### src/rtl/scr_pkg.sv
// Shared types and defaults for the scratch-RAM stack sequencer.
package scr_pkg;

  localparam int DATA_W_DEF = 10;
  localparam int ADDR_W_DEF = 8;

  typedef enum logic [2:0] {
    OP_NOP  = 3'd0,
    OP_PUSH = 3'd1,
    OP_POP  = 3'd2,
    OP_LD   = 3'd3,
    OP_ST   = 3'd4,
    OP_WSP  = 3'd5
  } op_e;

  typedef enum logic [1:0] {
    ST_IDLE = 2'd0,
    ST_EXEC = 2'd1,
    ST_RESP = 2'd2
  } state_e;

  // Codes 6 and 7 are unassigned and are dropped like NOP.
  function automatic logic is_legal_op(input logic [2:0] op);
    return (op >= 3'd1) && (op <= 3'd5);
  endfunction

endpackage

### src/rtl/scr_stack_ctrl_if.sv
// Request/response handshake plus scratch RAM bus of the stack sequencer.
// Handshake: a transfer happens on a rising edge where valid and ready are both 1;
// the sender holds its payload stable while valid=1 and ready=0.
interface scr_stack_ctrl_if #(
  parameter int DATA_W = 10,
  parameter int ADDR_W = 8
);
  logic              req_valid;
  logic              req_ready;
  logic [2:0]        req_op;
  logic [ADDR_W-1:0] req_addr;
  logic [DATA_W-1:0] req_data;
  logic              rd_valid;
  logic              rd_ready;
  logic [DATA_W-1:0] rd_data;
  logic [ADDR_W-1:0] sp;
  logic              err_ovf;
  logic              err_unf;
  logic [ADDR_W-1:0] scr_addr;
  logic              scr_we;
  logic [DATA_W-1:0] scr_din;
  logic [DATA_W-1:0] scr_dout;

  modport master (
    output req_valid, req_op, req_addr, req_data, rd_ready, scr_dout,
    input  req_ready, rd_valid, rd_data, sp, err_ovf, err_unf,
           scr_addr, scr_we, scr_din
  );

  modport slave (
    input  req_valid, req_op, req_addr, req_data, rd_ready, scr_dout,
    output req_ready, rd_valid, rd_data, sp, err_ovf, err_unf,
           scr_addr, scr_we, scr_din
  );
endinterface

### src/rtl/scr_sp_counter.sv
// Stack pointer and live-entry depth. The stack grows downward; depth saturates
// at the bounds instead of wrapping, while SP wraps modulo the RAM depth.
module scr_sp_counter #(
  parameter  int ADDR_W    = 8,
  parameter  int MAX_DEPTH = 256,
  localparam int DEPTH_W   = $clog2(MAX_DEPTH + 1)
) (
  input  logic               clk,
  input  logic               rst,
  input  logic               i_load,
  input  logic [ADDR_W-1:0]  i_load_val,
  input  logic               i_push,
  input  logic               i_pop,
  output logic [ADDR_W-1:0]  o_sp,
  output logic [DEPTH_W-1:0] o_depth,
  output logic               o_full,
  output logic               o_empty
);

  logic [ADDR_W-1:0]  r_sp;
  logic [DEPTH_W-1:0] r_depth;

  assign o_sp    = r_sp;
  assign o_depth = r_depth;
  assign o_full  = (r_depth == DEPTH_W'(MAX_DEPTH));
  assign o_empty = (r_depth == '0);

  always_ff @(posedge clk or posedge rst) begin
    if (rst) begin
      r_sp    <= '0;
      r_depth <= '0;
    end else if (i_load) begin
      r_sp    <= i_load_val;
      r_depth <= '0;
    end else if (i_push && !o_full) begin
      r_sp    <= r_sp - ADDR_W'(1);
      r_depth <= r_depth + DEPTH_W'(1);
    end else if (i_pop && !o_empty) begin
      r_sp    <= r_sp + ADDR_W'(1);
      r_depth <= r_depth - DEPTH_W'(1);
    end
  end

endmodule

### src/rtl/scr_stack_ctrl.sv
// Scratch RAM sequencer: turns single requests into RAM accesses, owns the stack
// pointer, and returns POP/LD results through a registered valid/ready port.
module scr_stack_ctrl
  import scr_pkg::*;
#(
  parameter  int DATA_W    = DATA_W_DEF,
  parameter  int ADDR_W    = ADDR_W_DEF,
  parameter  int MAX_DEPTH = 256,
  localparam int DEPTH_W   = $clog2(MAX_DEPTH + 1)
) (
  input  logic               clk,
  input  logic               rst,
  scr_stack_ctrl_if.slave    bus,
  output state_e             o_state,
  output logic [DEPTH_W-1:0] o_depth
);

  state_e            r_state, w_next;
  op_e               r_op;
  logic [ADDR_W-1:0] r_addr;
  logic [DATA_W-1:0] r_data;
  logic [DATA_W-1:0] r_rd_data;
  logic              r_ovf, r_unf;

  logic [ADDR_W-1:0] w_sp;
  logic              w_full, w_empty;
  logic              w_exec, w_load, w_push, w_pop;
  logic              w_req_ready, w_we;
  logic [ADDR_W-1:0] w_addr;
  logic [DATA_W-1:0] w_din;

  assign w_exec = (r_state == ST_EXEC);
  assign w_load = w_exec && (r_op == OP_WSP);
  assign w_push = w_exec && (r_op == OP_PUSH);
  assign w_pop  = w_exec && (r_op == OP_POP);

  scr_sp_counter #(.ADDR_W(ADDR_W), .MAX_DEPTH(MAX_DEPTH)) u_sp (
    .clk        (clk),
    .rst        (rst),
    .i_load     (w_load),
    .i_load_val (r_addr),
    .i_push     (w_push),
    .i_pop      (w_pop),
    .o_sp       (w_sp),
    .o_depth    (o_depth),
    .o_full     (w_full),
    .o_empty    (w_empty)
  );

  always_ff @(posedge clk or posedge rst) begin
    if (rst) r_state <= ST_IDLE;
    else     r_state <= w_next;
  end

  // RAM strobes exist only in EXEC, so a reset drops SCR_WE without a clock.
  always_comb begin
    w_next      = r_state;
    w_req_ready = 1'b0;
    w_we        = 1'b0;
    w_addr      = w_sp;
    w_din       = '0;
    case (r_state)
      ST_IDLE: begin
        w_req_ready = 1'b1;
        if (bus.req_valid && is_legal_op(bus.req_op)) w_next = ST_EXEC;
      end
      ST_EXEC: begin
        w_next = ((r_op == OP_POP) || (r_op == OP_LD)) ? ST_RESP : ST_IDLE;
        case (r_op)
          OP_PUSH: begin
            if (!w_full) begin
              w_addr = w_sp - ADDR_W'(1);
              w_we   = 1'b1;
              w_din  = r_data;
            end
          end
          OP_LD: w_addr = r_addr;
          OP_ST: begin
            w_addr = r_addr;
            w_we   = 1'b1;
            w_din  = r_data;
          end
          default: ;
        endcase
      end
      ST_RESP: begin
        if (bus.rd_ready) w_next = ST_IDLE;
      end
      default: w_next = ST_IDLE;
    endcase
  end

  always_ff @(posedge clk or posedge rst) begin
    if (rst) begin
      r_op      <= OP_NOP;
      r_addr    <= '0;
      r_data    <= '0;
      r_rd_data <= '0;
      r_ovf     <= 1'b0;
      r_unf     <= 1'b0;
    end else begin
      if ((r_state == ST_IDLE) && bus.req_valid) begin
        r_op   <= op_e'(bus.req_op);
        r_addr <= bus.req_addr;
        r_data <= bus.req_data;
      end
      r_ovf <= w_push && w_full;
      r_unf <= w_pop && w_empty;
      if (w_pop) r_rd_data <= w_empty ? '0 : bus.scr_dout;
      else if (w_exec && (r_op == OP_LD)) r_rd_data <= bus.scr_dout;
    end
  end

  assign bus.req_ready = w_req_ready;
  assign bus.rd_valid  = (r_state == ST_RESP);
  assign bus.rd_data   = r_rd_data;
  assign bus.sp        = w_sp;
  assign bus.err_ovf   = r_ovf;
  assign bus.err_unf   = r_unf;
  assign bus.scr_addr  = w_addr;
  assign bus.scr_we    = w_we;
  assign bus.scr_din   = w_din;
  assign o_state       = r_state;

endmodule

### src/flat_wrapper.sv
// flat-port wrapper written by rule: the top's interface ports become plain ports
module scr_stack_ctrl_flat import scr_pkg::*;
#(
  parameter  int DATA_W    = DATA_W_DEF,
  parameter  int ADDR_W    = ADDR_W_DEF,
  parameter  int MAX_DEPTH = 256,
  localparam int DEPTH_W   = $clog2(MAX_DEPTH + 1)
)
  (clk, rst, o_state, o_depth, bus_req_valid, bus_req_op, bus_req_addr, bus_req_data, bus_rd_ready, bus_scr_dout, bus_req_ready, bus_rd_valid, bus_rd_data, bus_sp, bus_err_ovf, bus_err_unf, bus_scr_addr, bus_scr_we, bus_scr_din);
  scr_stack_ctrl_if #(.DATA_W(DATA_W), .ADDR_W(ADDR_W)) bus_i ();
  input  logic clk;
  input  logic rst;
  output state_e o_state;
  output logic [DEPTH_W-1:0] o_depth;
  input wire logic [$bits(bus_i.req_valid)-1:0] bus_req_valid;
  input wire logic [$bits(bus_i.req_op)-1:0] bus_req_op;
  input wire logic [$bits(bus_i.req_addr)-1:0] bus_req_addr;
  input wire logic [$bits(bus_i.req_data)-1:0] bus_req_data;
  input wire logic [$bits(bus_i.rd_ready)-1:0] bus_rd_ready;
  input wire logic [$bits(bus_i.scr_dout)-1:0] bus_scr_dout;
  output wire logic [$bits(bus_i.req_ready)-1:0] bus_req_ready;
  output wire logic [$bits(bus_i.rd_valid)-1:0] bus_rd_valid;
  output wire logic [$bits(bus_i.rd_data)-1:0] bus_rd_data;
  output wire logic [$bits(bus_i.sp)-1:0] bus_sp;
  output wire logic [$bits(bus_i.err_ovf)-1:0] bus_err_ovf;
  output wire logic [$bits(bus_i.err_unf)-1:0] bus_err_unf;
  output wire logic [$bits(bus_i.scr_addr)-1:0] bus_scr_addr;
  output wire logic [$bits(bus_i.scr_we)-1:0] bus_scr_we;
  output wire logic [$bits(bus_i.scr_din)-1:0] bus_scr_din;
  assign bus_i.req_valid = bus_req_valid;
  assign bus_i.req_op = bus_req_op;
  assign bus_i.req_addr = bus_req_addr;
  assign bus_i.req_data = bus_req_data;
  assign bus_i.rd_ready = bus_rd_ready;
  assign bus_i.scr_dout = bus_scr_dout;
  assign bus_req_ready = bus_i.req_ready;
  assign bus_rd_valid = bus_i.rd_valid;
  assign bus_rd_data = bus_i.rd_data;
  assign bus_sp = bus_i.sp;
  assign bus_err_ovf = bus_i.err_ovf;
  assign bus_err_unf = bus_i.err_unf;
  assign bus_scr_addr = bus_i.scr_addr;
  assign bus_scr_we = bus_i.scr_we;
  assign bus_scr_din = bus_i.scr_din;
  scr_stack_ctrl #(.DATA_W(DATA_W), .ADDR_W(ADDR_W), .MAX_DEPTH(MAX_DEPTH)) u_core (.clk(clk), .rst(rst), .bus(bus_i), .o_state(o_state), .o_depth(o_depth));
endmodule
### config.mk
export PLATFORM = sky130hd
export DESIGN_NAME = scr_stack_ctrl_flat
export DESIGN_NICKNAME = d
export VERILOG_FILES = /design/src/rtl/scr_pkg.sv /design/src/rtl/scr_stack_ctrl_if.sv /design/src/rtl/scr_sp_counter.sv /design/src/rtl/scr_stack_ctrl.sv /design/src/flat_wrapper.sv
export SDC_FILE = /design/constraint.sdc
export NUM_CORES = 1
export LEC_CHECK = 0
export BUFFER_PORTS_ARGS = -buffer_cell sky130_fd_sc_hd__buf_2
export CAP_MARGIN = 20
export CORE_ASPECT_RATIO = 1.5
export CORE_MARGIN = 2
export CORE_UTILIZATION = 48
export CTS_CLUSTER_DIAMETER = 40
export CTS_CLUSTER_SIZE = 28
export DETAILED_ROUTE_END_ITERATION = 10
export PLACE_DENSITY = 0.77
export SYNTH_ARGS = -nofsm -noshare
export SYNTH_HDL_FRONTEND = slang
export SYNTH_HIERARCHICAL = 1
export SYNTH_SLANG_ARGS = --single-unit
### constraint.sdc
create_clock -name clk -period 2.8 [get_ports clk]
set_input_delay 0.14 -clock clk [delete_from_list [all_inputs] [get_ports clk]]
set_output_delay 0.14 -clock clk [all_outputs]
set_load 0.005 [all_outputs]
==> results of run 1 <==
## worst paths after layout
path	from	endpoint	cells past startpoint
max	u_core/o_state[1]	u_core/u_sp/o_sp[7]	12
min	bus_rd_ready	u_core/o_state[1]	2
max reg2reg	u_core/o_state[1]	u_core/u_sp/o_sp[7]	12
min reg2reg	u_core/r_data[1]	u_core/r_data[1]	1
max in group asynchronous	rst	u_core/u_sp/o_sp[5]	3
min in group asynchronous	rst	u_core/bus.rd_data[5]	4
## logic make-up after synthesis
logic type	Yosys count
AOI/OAI and AO/OA	81
and+or+nand+nor	118
buffers and inverters	31
xor gates and xnor gates	11
muxes	22
adders and majority gates	17
DFF	52
## stage by stage
| stage | power, mW | utilization | setup slack, ns |
|---|---|---|---|
| 2_1_floorplan | 2.44 | - | 0.0560 |
| 3_3_place_gp | 2.97 | 0.582 | 0.0851 |
| 3_5_place_dp | 3.05 | 0.582 | -0.0599 |
| 4_1_cts | 3.62 | 0.605 | 0.0244 |
| 5_1_grt | 3.97 | 0.613 | -0.105 |
| 6_report | 3.65 | 0.613 | 0.0615 |
## cell usage in the layout, fill, tap and decap left out, types with 13 or more instances in the layout
cell type,n
buf_2,86
dfrtp_1,52
nand2_1,31
nor2_1,30
a21oi_1,27
buf_4,20
inv_1,16
mux2_2,15
o21ai_0,15
ha_1,13
## final cells by class
cell class,count,area share
sequential,52,0.327
tap,76,0.0239
clock buffer,6,0.0208
clock inverter,2,0.00976
timing repair buffer,107,0.149
inverter,18,0.0183
multi-input combinational,249,0.451
## sequential cells by signal, indices dropped and copies added (netlist names)
register	count
u_core/bus.rd_data	10
u_core/r_op	3
u_core/o_state	2
u_core/u_sp/o_depth	9
u_core/u_sp/o_sp	8
u_core/bus.err_unf	1
u_core/r_data	10
u_core/bus.err_ovf	1
u_core/r_addr	8
## worst max-delay path, delay by kind of cell (launching register included)
family          cells  cell delay (ns)
compound gates      3             0.55
xor+xnor            1             0.14
fa+ha+maj           1             0.32
flops               1             0.42
buf+inv             2             0.25
simple gates        5             0.97
## power groups by stage
| stage | clock (mW) | combinational (mW) | sequential, mW |
|---|---|---|---|
| after floorplan | 0 | 1.15 | 1.29 |
| after CTS | 0.561 | 1.76 | 1.30 |
| final | 0.542 | 1.81 | 1.30 |
| after global routing | 0.589 | 2.04 | 1.35 |
| after global placement | 0 | 1.67 | 1.30 |
| after detailed placement | 0 | 1.73 | 1.32 |
## routing by layer
metal / track usage / vias to the layer above / part of all wire / wire [microns]
met5: 0 / - / 0 / 0
met4: 0.0647 / 0 / 0.012 / 93
met3: 0.0281 / 7 / 0.039 / 292
met2: 0.375 / 74 / 0.53 / 3990
met1: 0.253 / 1301 / 0.42 / 3140
li1: - / 1374 / - / -
## repair_timing
item | in CTS | in global routing
cloned | 0 | 0
setup buffers | 2 | 2
hold buffers | 1 | 0
gates resized for setup | 1 | 6
setup endpoints to repair | 1 | 15
hold endpoints to repair | 52 | 0
pin swaps | 2 | 6
==> results.md, run 1 <==
* Vias/cell at 5.40
* # IOs at 87
* Final Hold Fails at 0
* Initial DRC Count at between 150 and 200
* Commonest cells post-synth: dfrtp_1, nand2_1, nor2_1, a21oi_1, inv_1
* Int Pwr at 2.23 mW
* Starting Density at 0.494
* Post-synthesis cell count at about 330
* Area Overhead vs Synth at 24.1%
* RSZ-0062 raised after global routing: true
* Gate power share at 0.496
* Clk buf depth at 2
* Final Non-Filler Cells at a little over 500
* Clock Tree Root: clkbuf_8
* Clock Skews at 0.00892 ns
* Critical path endpoint category: flop
* Fmax at 0.365 GHz
* Main combinational cell family by area after synthesis: simple AND/OR/NAND/NOR gates
* Seq pwr share at 0.356
* Max-cap violations at 0
* Yosys top cell area share at 0.406
* Post-synth EDFFs at 0
* Cell with the most instances after synthesis: dfrtp_1
* Register area at 0.00130 sq mm
* Outcome: finished clean
* Register area share after synthesis at 0.406
* Flops & latches, synth at 52
* Final nets at 485
* Synth Area in Simple Gates at 0.206
* Synth Area in Adders at 0.0711
* Share of layout cells above drive strength 1 at 0.341
* Net Count, Synth at 384
* PwrDens at 919 mW/mm^2
* Hold Path Class: input port to flop
* Gr ovfl total at 0
* Routed WL at 7510 microns
* Number of global-route vias before repair at 2797
* Setup violations, final at 0
* Critical path peak fanout at 11
* Synth area leaders: dfrtp_1, ha_1, mux2_2, a21oi_1, nand2_1
* TritonCTS Buffers at 5
* CP Data Arrival Time at around 3.0 ns
* Multiplexer area fraction after synthesis at 0.0766
* Average wire per standard cell at 14.7 microns
* # diodes at 0
* Global Route Usage Sum at 0.208
* Worst hold slack at 0.0131 ns
* WS Path Type: flop to flop
* Core area at 0.00649 sq mm
* Mapped Area at 0.00320 sq mm
* Post-DRT Antenna Nets at 0
* Synth Warn # at 6
* Die area at about 0.0074 sq mm
* Slowest-stage cell, CP: dfrtp_1
* Avg Cell Area, Syn at approximately 9.6 sq um
* Post-Place Cell Area at roughly 0.0038 sq mm
* Area of the multi-input gates at 0.00179 sq mm
* Chip width at 70.7 microns
* H-tree depth at 2
* CTS tree: yes
* Ys flop type: dfrtp_1
* Startpoint types: flop
* Worst-Margin Slew at 0.671 ns
* Sw Ratio at 0.391
* Crit path time final at 2.74 ns
* Area leader, netlist: dfrtp_1
* TNS Setup at 0 ns
* Crit share post-route at 0.978
* Placed insts at 497
* Design area at a little under 0.004 sq mm
* Yosys cell types at 55
* Synth async-reset ratio at 1.00
* Global-route wire length before repair at 12700 microns
* Initial antenna violation count at 0
* Clk pwr share at 0.148
* Net Sw Power at 1.43 mW
* DR vias at between 2000 and 3000
* FILL cells at 583
* Sink Count at 52
* Post-detail-place hpwl at 5720 microns
* Leak at 1.93 nW
* Row Count at 36
* Worst path max stage delay at 0.42 ns
* Max VDD drop at 0.441 mV
* CP Cell Sequence: nand4bb_4, nand2b_4, inv_4, nand2_4, inv_4, ha_2, and3_1, a221oi_4, a21oi_2, xnor2_1, or3_1, a31oi_1
* Clk_lat worst skew at approximately 0.3 ns
* Clk slew on worst S/H paths at ~0.10 ns
* Final slew viol count at 0
* Setup slack, reg-to-reg at a little over 0.06 ns
* CP most frequent cell: inv_4
* Routability congestion estimate at about 0.79
* Largest net degree at the start of global routing at 36
* PortBufs at 86
* Post-route DRC at 0
* Xor and xnor area share after synthesis at 0.0301
* Die height at ~100 microns
* Critical path data required time at 3.03 ns
* Relative slew slack at 0.552
* Synth Area in Compound Gates at 0.161
* Pre-antenna DRT Iters at 4
Power figures use the tool's default switching activity.
==> inputs of run 2 (changes only) <==
--- a/config.mk
+++ b/config.mk
@@ -14,6 +14,7 @@
 export CTS_CLUSTER_SIZE = 28
 export DETAILED_ROUTE_END_ITERATION = 10
 export PLACE_DENSITY = 0.77
+export RECOVER_POWER = 50
 export SYNTH_ARGS = -nofsm -noshare
 export SYNTH_HDL_FRONTEND = slang
 export SYNTH_HIERARCHICAL = 1
==> results.md, run 2 (synthesized netlist as in run 1, its figures left out) <==
* Outcome: finished, violations left (was finished clean)
* Failing checks: capacitance limit, slew limit
* Met2 wire length at 3970 microns (was 3990 microns)
* Crit path time final at 2.74 ns (about the same)
* Setup violations, final at 0 (unchanged)
* Core area at 0.00649 sq mm (unchanged)
* Die height at 104 microns (unchanged)
* Average wire per standard cell at 14.7 microns (about the same)
* Fmax at 0.365 GHz (about the same)
* Clock Skews at 0.00972 ns (was 0.00892 ns)
* Most common cell after layout, fill and taps aside: buf_2 (unchanged)
* Met3 Routed Length at 257 microns (was 292 microns)
* Clk slew on worst S/H paths at 0.10 ns (about the same)
* Number of global-route vias before repair at 2797 (unchanged)
* PortBufs at 86 (unchanged)
* Initial DRC Count at 151 (was 180)
* Global-route wire length before repair at 12700 microns (unchanged)
* Placed insts at 497 (unchanged)
* Clk buf depth at 2 (unchanged)
* Hold Path Class: input port to flop (unchanged)
* H-tree depth at 2 (unchanged)
* Post-detail-place hpwl at 5720 microns (unchanged)
* Worst hold slack at 0.0140 ns (was 0.0131 ns)
* CP Data Arrival Time at 2.97 ns (was 2.96 ns)
* TritonCTS Buffers at 5 (unchanged)
* PwrDens at 921 mW/mm^2 (was 919 mW/mm^2)
* Final nets at 485 (unchanged)
* Setup ws final at 0.0579 ns (was 0.0615 ns)
* WS Path Type: flop to flop (unchanged)
* CTS tree: yes (unchanged)
* Die area at 0.00736 sq mm (unchanged)
* Vias/cell at 5.44 (was 5.40)
* FILL cells at 589 (was 583)
* # diodes at 0 (unchanged)
* Met1 wire length at 3160 microns (was 3140 microns)
* Global Route Usage Sum at 0.208 (unchanged)
* Max VDD drop at 0.431 mV (was 0.441 mV)
* Worst-Margin Slew at 1.84 ns (was 0.671 ns)
* Row Count at 36 (unchanged)
* # IOs at 87 (unchanged)
* Final Non-Filler Cells at 510 (unchanged)
* Total power at 3.64 mW (was 3.65 mW)
* Post-DRT Antenna Nets at 0 (unchanged)
* Worst path max stage delay at 0.42 ns (about the same)
* Startpoint types: flop (unchanged)
* Critical path peak fanout at 11 (unchanged)
* Clk_lat worst skew at 0.30 ns (about the same)
* Final slew viol count at 36 (was 0)
* Commonest non-fill, non-tap cells in the layout: buf_2, dfrtp_1, nand2_1 (unchanged)
* Sink Count at 52 (unchanged)
* Setup WS pre-CTS at -0.0599 ns (unchanged)
* DR vias at 2772 (was 2756)
* Post-route DRC at 0 (unchanged)
* Relative slew slack at -0.225 (was 0.552)
* Crit share post-route at 0.979 (was 0.978)
* Fin util at 0.610 (was 0.613)
* CP Cell Sequence: nand4bb_4, nand2b_4, inv_4, nand2_4, inv_4, ha_2, and3_1, a221oi_4, a21oi_2, xnor2_1, or3_1, a31oi_1 (unchanged)
* Routed WL at 7500 microns (was 7510 microns)
* CP most frequent cell: inv_4 (unchanged)
* Gr ovfl total at 0 (unchanged)
* RSZ-0062 raised after global routing: true (unchanged)
* Uppermost routed layer: met4 (unchanged)
* Chip width at 70.7 microns (unchanged)
* Initial antenna violation count at 0 (unchanged)
* Area Overhead vs Synth at 23.5% (was 24.1%)
* Clock Tree Root: clkbuf_8 (unchanged)
* Routability congestion estimate at 0.792 (unchanged)
* Largest net degree at the start of global routing at 36 (unchanged)
* Starting Density at 0.494 (unchanged)
* Max-cap violations at 1 (was 0)
* Critical path data required time at 3.03 ns (about the same)
* Share of layout cells above drive strength 1 at 0.311 (was 0.341)
* Leak at 1.89 nW (was 1.93 nW)
* Final Hold Fails at 0 (unchanged)
* Critical path endpoint category: flop (unchanged)
* Pre-antenna DRT Iters at 4 (unchanged)
* Slowest-stage cell, CP: dfrtp_1 (unchanged)
run 2: per-layer routing:
metal,vias to the layer above,global-route usage
met1,1328,0.253
met5,-,0
met2,65,0.375
met4,0,0.0647
li1,1371,-
met3,8,0.0281
run 2: critical path, delay by kind of cell (launching register included):
kind / cells / cell delay [ns]
AND/OR/NAND/NOR: 5 / 0.97
XOR/XNOR: 1 / 0.14
AO/OA/AOI/OAI: 3 / 0.55
buffers and inverters: 2 / 0.25
flip-flops: 1 / 0.42
adder cells (fa/ha/maj): 1 / 0.32
run 2: stage by stage:
step           cell area, sq um  setup TNS [ns]
6_report                   3960               0
5_1_grt                    3960          -0.135
4_1_cts                    3920               0
3_5_place_dp               3770         -0.0599
3_3_place_gp               3770               0
2_1_floorplan              3220               0
run 2: path summary, 6_finish.rpt:
check                                  start  slack (ns)                   to  cells past startpoint
hold reg to reg             u_core/r_data[1]        0.49     u_core/r_data[1]                      1
hold / removal                  bus_rd_ready        0.01    u_core/o_state[1]                      2
setup reg to reg           u_core/o_state[1]        0.06  u_core/u_sp/o_sp[7]                     12
setup / recovery           u_core/o_state[1]        0.06  u_core/u_sp/o_sp[7]                     12
max in group asynchronous                rst        0.72     u_core/r_addr[0]                      4
min in group asynchronous                rst        0.46  u_core/u_sp/o_sp[7]                      3
run 2: repair_timing:
action,CTS,global route
gates resized for setup,1,6
setup endpoints to repair,1,15
buffers inserted,2,2
endpoints found under the hold margin,52,0
hold buffers,1,0
pin swaps,2,6
run 2: power breakdown:
group | leakage (nW) | total [mW] | switching, mW | internal (mW)
clock | 0.0614 | 0.540 | 0.248 | 0.292
sequential | 0.637 | 1.30 | 0.283 | 1.02
combinational | 1.19 | 1.80 | 0.899 | 0.900
total | 1.89 | 3.64 | 1.43 | 2.21
run 2: layout make-up:
cell class,count,area [sq um],share of cell area
clock buffers,6,82.6,0.0209
multi-input cells,249,1790,0.453
well taps,76,95.1,0.0240
inverters,18,72.6,0.0183
repair buffers,107,572,0.145
flip-flops and latches,52,1300,0.329
clock inverters,2,38.8,0.00981
==> inputs of run 3 (changes only) <==
--- a/config.mk
+++ b/config.mk
@@ -15,6 +15,7 @@
 export DETAILED_ROUTE_END_ITERATION = 10
 export PLACE_DENSITY = 0.77
 export RECOVER_POWER = 50
+export SETUP_SLACK_MARGIN = 0.2
 export SYNTH_ARGS = -nofsm -noshare
 export SYNTH_HDL_FRONTEND = slang
 export SYNTH_HIERARCHICAL = 1
==> results.md, run 3 (synthesized netlist as in run 1, its figures left out) <==
* # IOs at 87 (unchanged)
* Max VDD drop at 0.369 mV (was 0.431 mV)
* Startpoint types: flop (unchanged)
* Fmax at 0.383 GHz (was 0.365 GHz)
* Post-route DRC at 0 (unchanged)
* Area Overhead vs Synth at 24.5% (was 23.5%)
* Max-cap violations at 1 (unchanged)
* Outcome: finished, violations left (unchanged)
* WS Path Type: flop to flop (unchanged)
* Setup WS pre-CTS at 0.0964 ns (was -0.0599 ns)
* Origin of the critical flop-to-flop path: u_core/u_sp/o_depth[3] (was u_core/o_state[1])
* CP Data Arrival Time at 2.85 ns (was 2.97 ns)
* Critical path data required time at 3.04 ns (was 3.03 ns)
* Critical path peak fanout at 8 (was 11)
* Number of global-route vias before repair at 2864 (was 2797)
* Post-DRT Antenna Nets at 0 (unchanged)
* Chip width at 70.7 microns (unchanged)
* Final nets at 486 (was 485)
* TritonCTS Buffers at 5 (unchanged)
* Setup violations, final at 0 (unchanged)
* Largest net degree at the start of global routing at 36 (unchanged)
* Average wire per standard cell at 15.2 microns (was 14.7 microns)
* Relative slew slack at -0.233 (was -0.225)
* Worst-Margin Slew at 1.85 ns (was 1.84 ns)
* DR vias at 2792 (was 2772)
* Commonest non-fill, non-tap cells in the layout: buf_2, dfrtp_1, nand2_1 (unchanged)
* Total power at 3.59 mW (was 3.64 mW)
* Placed insts at 490 (was 497)
* Most common cell after layout, fill and taps aside: buf_2 (unchanged)
* Setup ws final at 0.192 ns (was 0.0579 ns)
* Clk buf depth at 2 (unchanged)
* CTS tree: yes (unchanged)
* Initial antenna violation count at 0 (unchanged)
* Crit share post-route at 0.931 (was 0.979)
* Post-detail-place hpwl at 5630 microns (was 5720 microns)
* Sw Ratio at 0.412 (was 0.393)
* Global-route wire length before repair at 12900 microns (was 12700 microns)
* Final slew viol count at 36 (unchanged)
* PwrDens at 901 mW/mm^2 (was 921 mW/mm^2)
* Clk slew on worst S/H paths at 0.10 ns (about the same)
* Pre-antenna DRT Iters at 4 (unchanged)
* Design area at 0.00399 sq mm (was 0.00396 sq mm)
* Leak at 1.87 nW (was 1.89 nW)
* Critical path endpoint category: flop (unchanged)
* Seq pwr share at 0.370 (was 0.357)
* TNS Setup at 0 ns (unchanged)
* R2R depth at 11 (was 12)
* Routability congestion estimate at 0.827 (was 0.792)
* Starting Density at 0.494 (unchanged)
* Clk_lat worst skew at 0.31 ns (was 0.30 ns)
* R2R Path End: u_core/u_sp/o_sp[7] (unchanged)
* Clock Tree Root: clkbuf_8 (unchanged)
* Net Sw Power at 1.48 mW (was 1.43 mW)
* Worst hold slack at 0.0130 ns (was 0.0140 ns)
* Failing checks: capacitance limit, slew limit (unchanged)
* Global Route Usage Sum at 0.213 (was 0.208)
* # diodes at 0 (unchanged)
* Die height at 104 microns (unchanged)
* Die area at 0.00736 sq mm (unchanged)
* Gr ovfl total at 0 (unchanged)
* Crit path time final at 2.61 ns (was 2.74 ns)
* Gate power share at 0.504 (was 0.494)
* RSZ-0062 raised after global routing: true (unchanged)
* Crit. Startpoint: u_core/u_sp/o_depth[3] (was u_core/o_state[1])
* Post-Place Cell Area at 0.00377 sq mm (about the same)
* H-tree depth at 2 (unchanged)
* Int Pwr at 2.11 mW (was 2.21 mW)
* Worst setup path end: u_core/u_sp/o_sp[7] (unchanged)
* Final Hold Fails at 0 (unchanged)
* Clock Skews at 0.00336 ns (was 0.00972 ns)
* Routed WL at 7750 microns (was 7500 microns)
* Initial DRC Count at 168 (was 151)
* PortBufs at 86 (unchanged)
* Fin util at 0.615 (was 0.610)
* Vias/cell at 5.46 (was 5.44)
* Setup slack, reg-to-reg at 0.19 ns (was 0.06 ns)
* Hold Path Class: input port to flop (unchanged)
* Final Non-Filler Cells at 511 (was 510)
* Sink Count at 52 (unchanged)
* Row Count at 36 (unchanged)
* Core area at 0.00649 sq mm (unchanged)
* Clk pwr share at 0.126 (was 0.148)
* Share of layout cells above drive strength 1 at 0.338 (was 0.311)
-- run 3: power by group through the flow --
stage / combinational [mW] / sequential [mW] / clock (mW)
final: 1.81 / 1.33 / 0.452
after global routing: 2.02 / 1.38 / 0.495
after CTS: 1.77 / 1.32 / 0.465
after detailed placement: 1.68 / 1.35 / 0
after global placement: 1.62 / 1.33 / 0
after floorplan: 1.17 / 1.30 / 0
-- run 3: area by class of cell --
type,instances,area (sq um)
Multi-Input combinational cell,249,1850
Timing Repair Buffer,108,571
Fill cell,587,2500
Tap cell,76,95.1
Clock inverter,2,17.5
Clock buffer,6,72.6
Inverter,18,83.8
Sequential cell,52,1300
-- run 3: worst min-delay path by stage --
stage | slack (ns) | end | depth (start not counted) | startpoint
final | 0.01 | u_core/o_state[1] | 2 | bus_rd_ready
after global routing | 0.005 | u_core/o_state[1] | 2 | bus_rd_ready
after CTS | 0.007 | u_core/o_state[1] | 2 | bus_rd_ready
after detailed placement | 0.27 | u_core/bus.rd_data[2] | 3 | rst
after global placement | 0.27 | u_core/bus.rd_data[3] | 3 | rst
after floorplan | 0.07 | u_core/u_sp/o_depth[0] | 1 | rst
-- run 3: metal layers --
layer / global-route usage / wire length [microns] / vias to the layer above
met1: 0.261 / 3210 / 1343
met4: 0.0782 / 172 / 0
met5: 0 / 0 / -
met2: 0.383 / 4120 / 67
li1: - / - / 1370
met3: 0.0184 / 249 / 12
-- run 3: what timing repair did --
action	4_1_cts	5_1_grt
buffers inserted	10	2
endpoints found under the setup margin	16	19
hold buffers	1	0
pin swaps	5	5
gates cloned	0	0
resized for setup	4	18
hold endpoints to repair	52	0
-- run 3: worst max-delay path: stages (launching register included) --
cell and delay [ns]:
dfrtp_2 0.44, nor4_4 0.34, nand3_2 0.15, nand2_4 0.12, inv_8 0.06, ha_1 0.27, a21o_1 0.19, a221oi_2 0.29
a21oi_2 0.09, xnor2_1 0.14, or3_1 0.31, a31oi_1 0.14
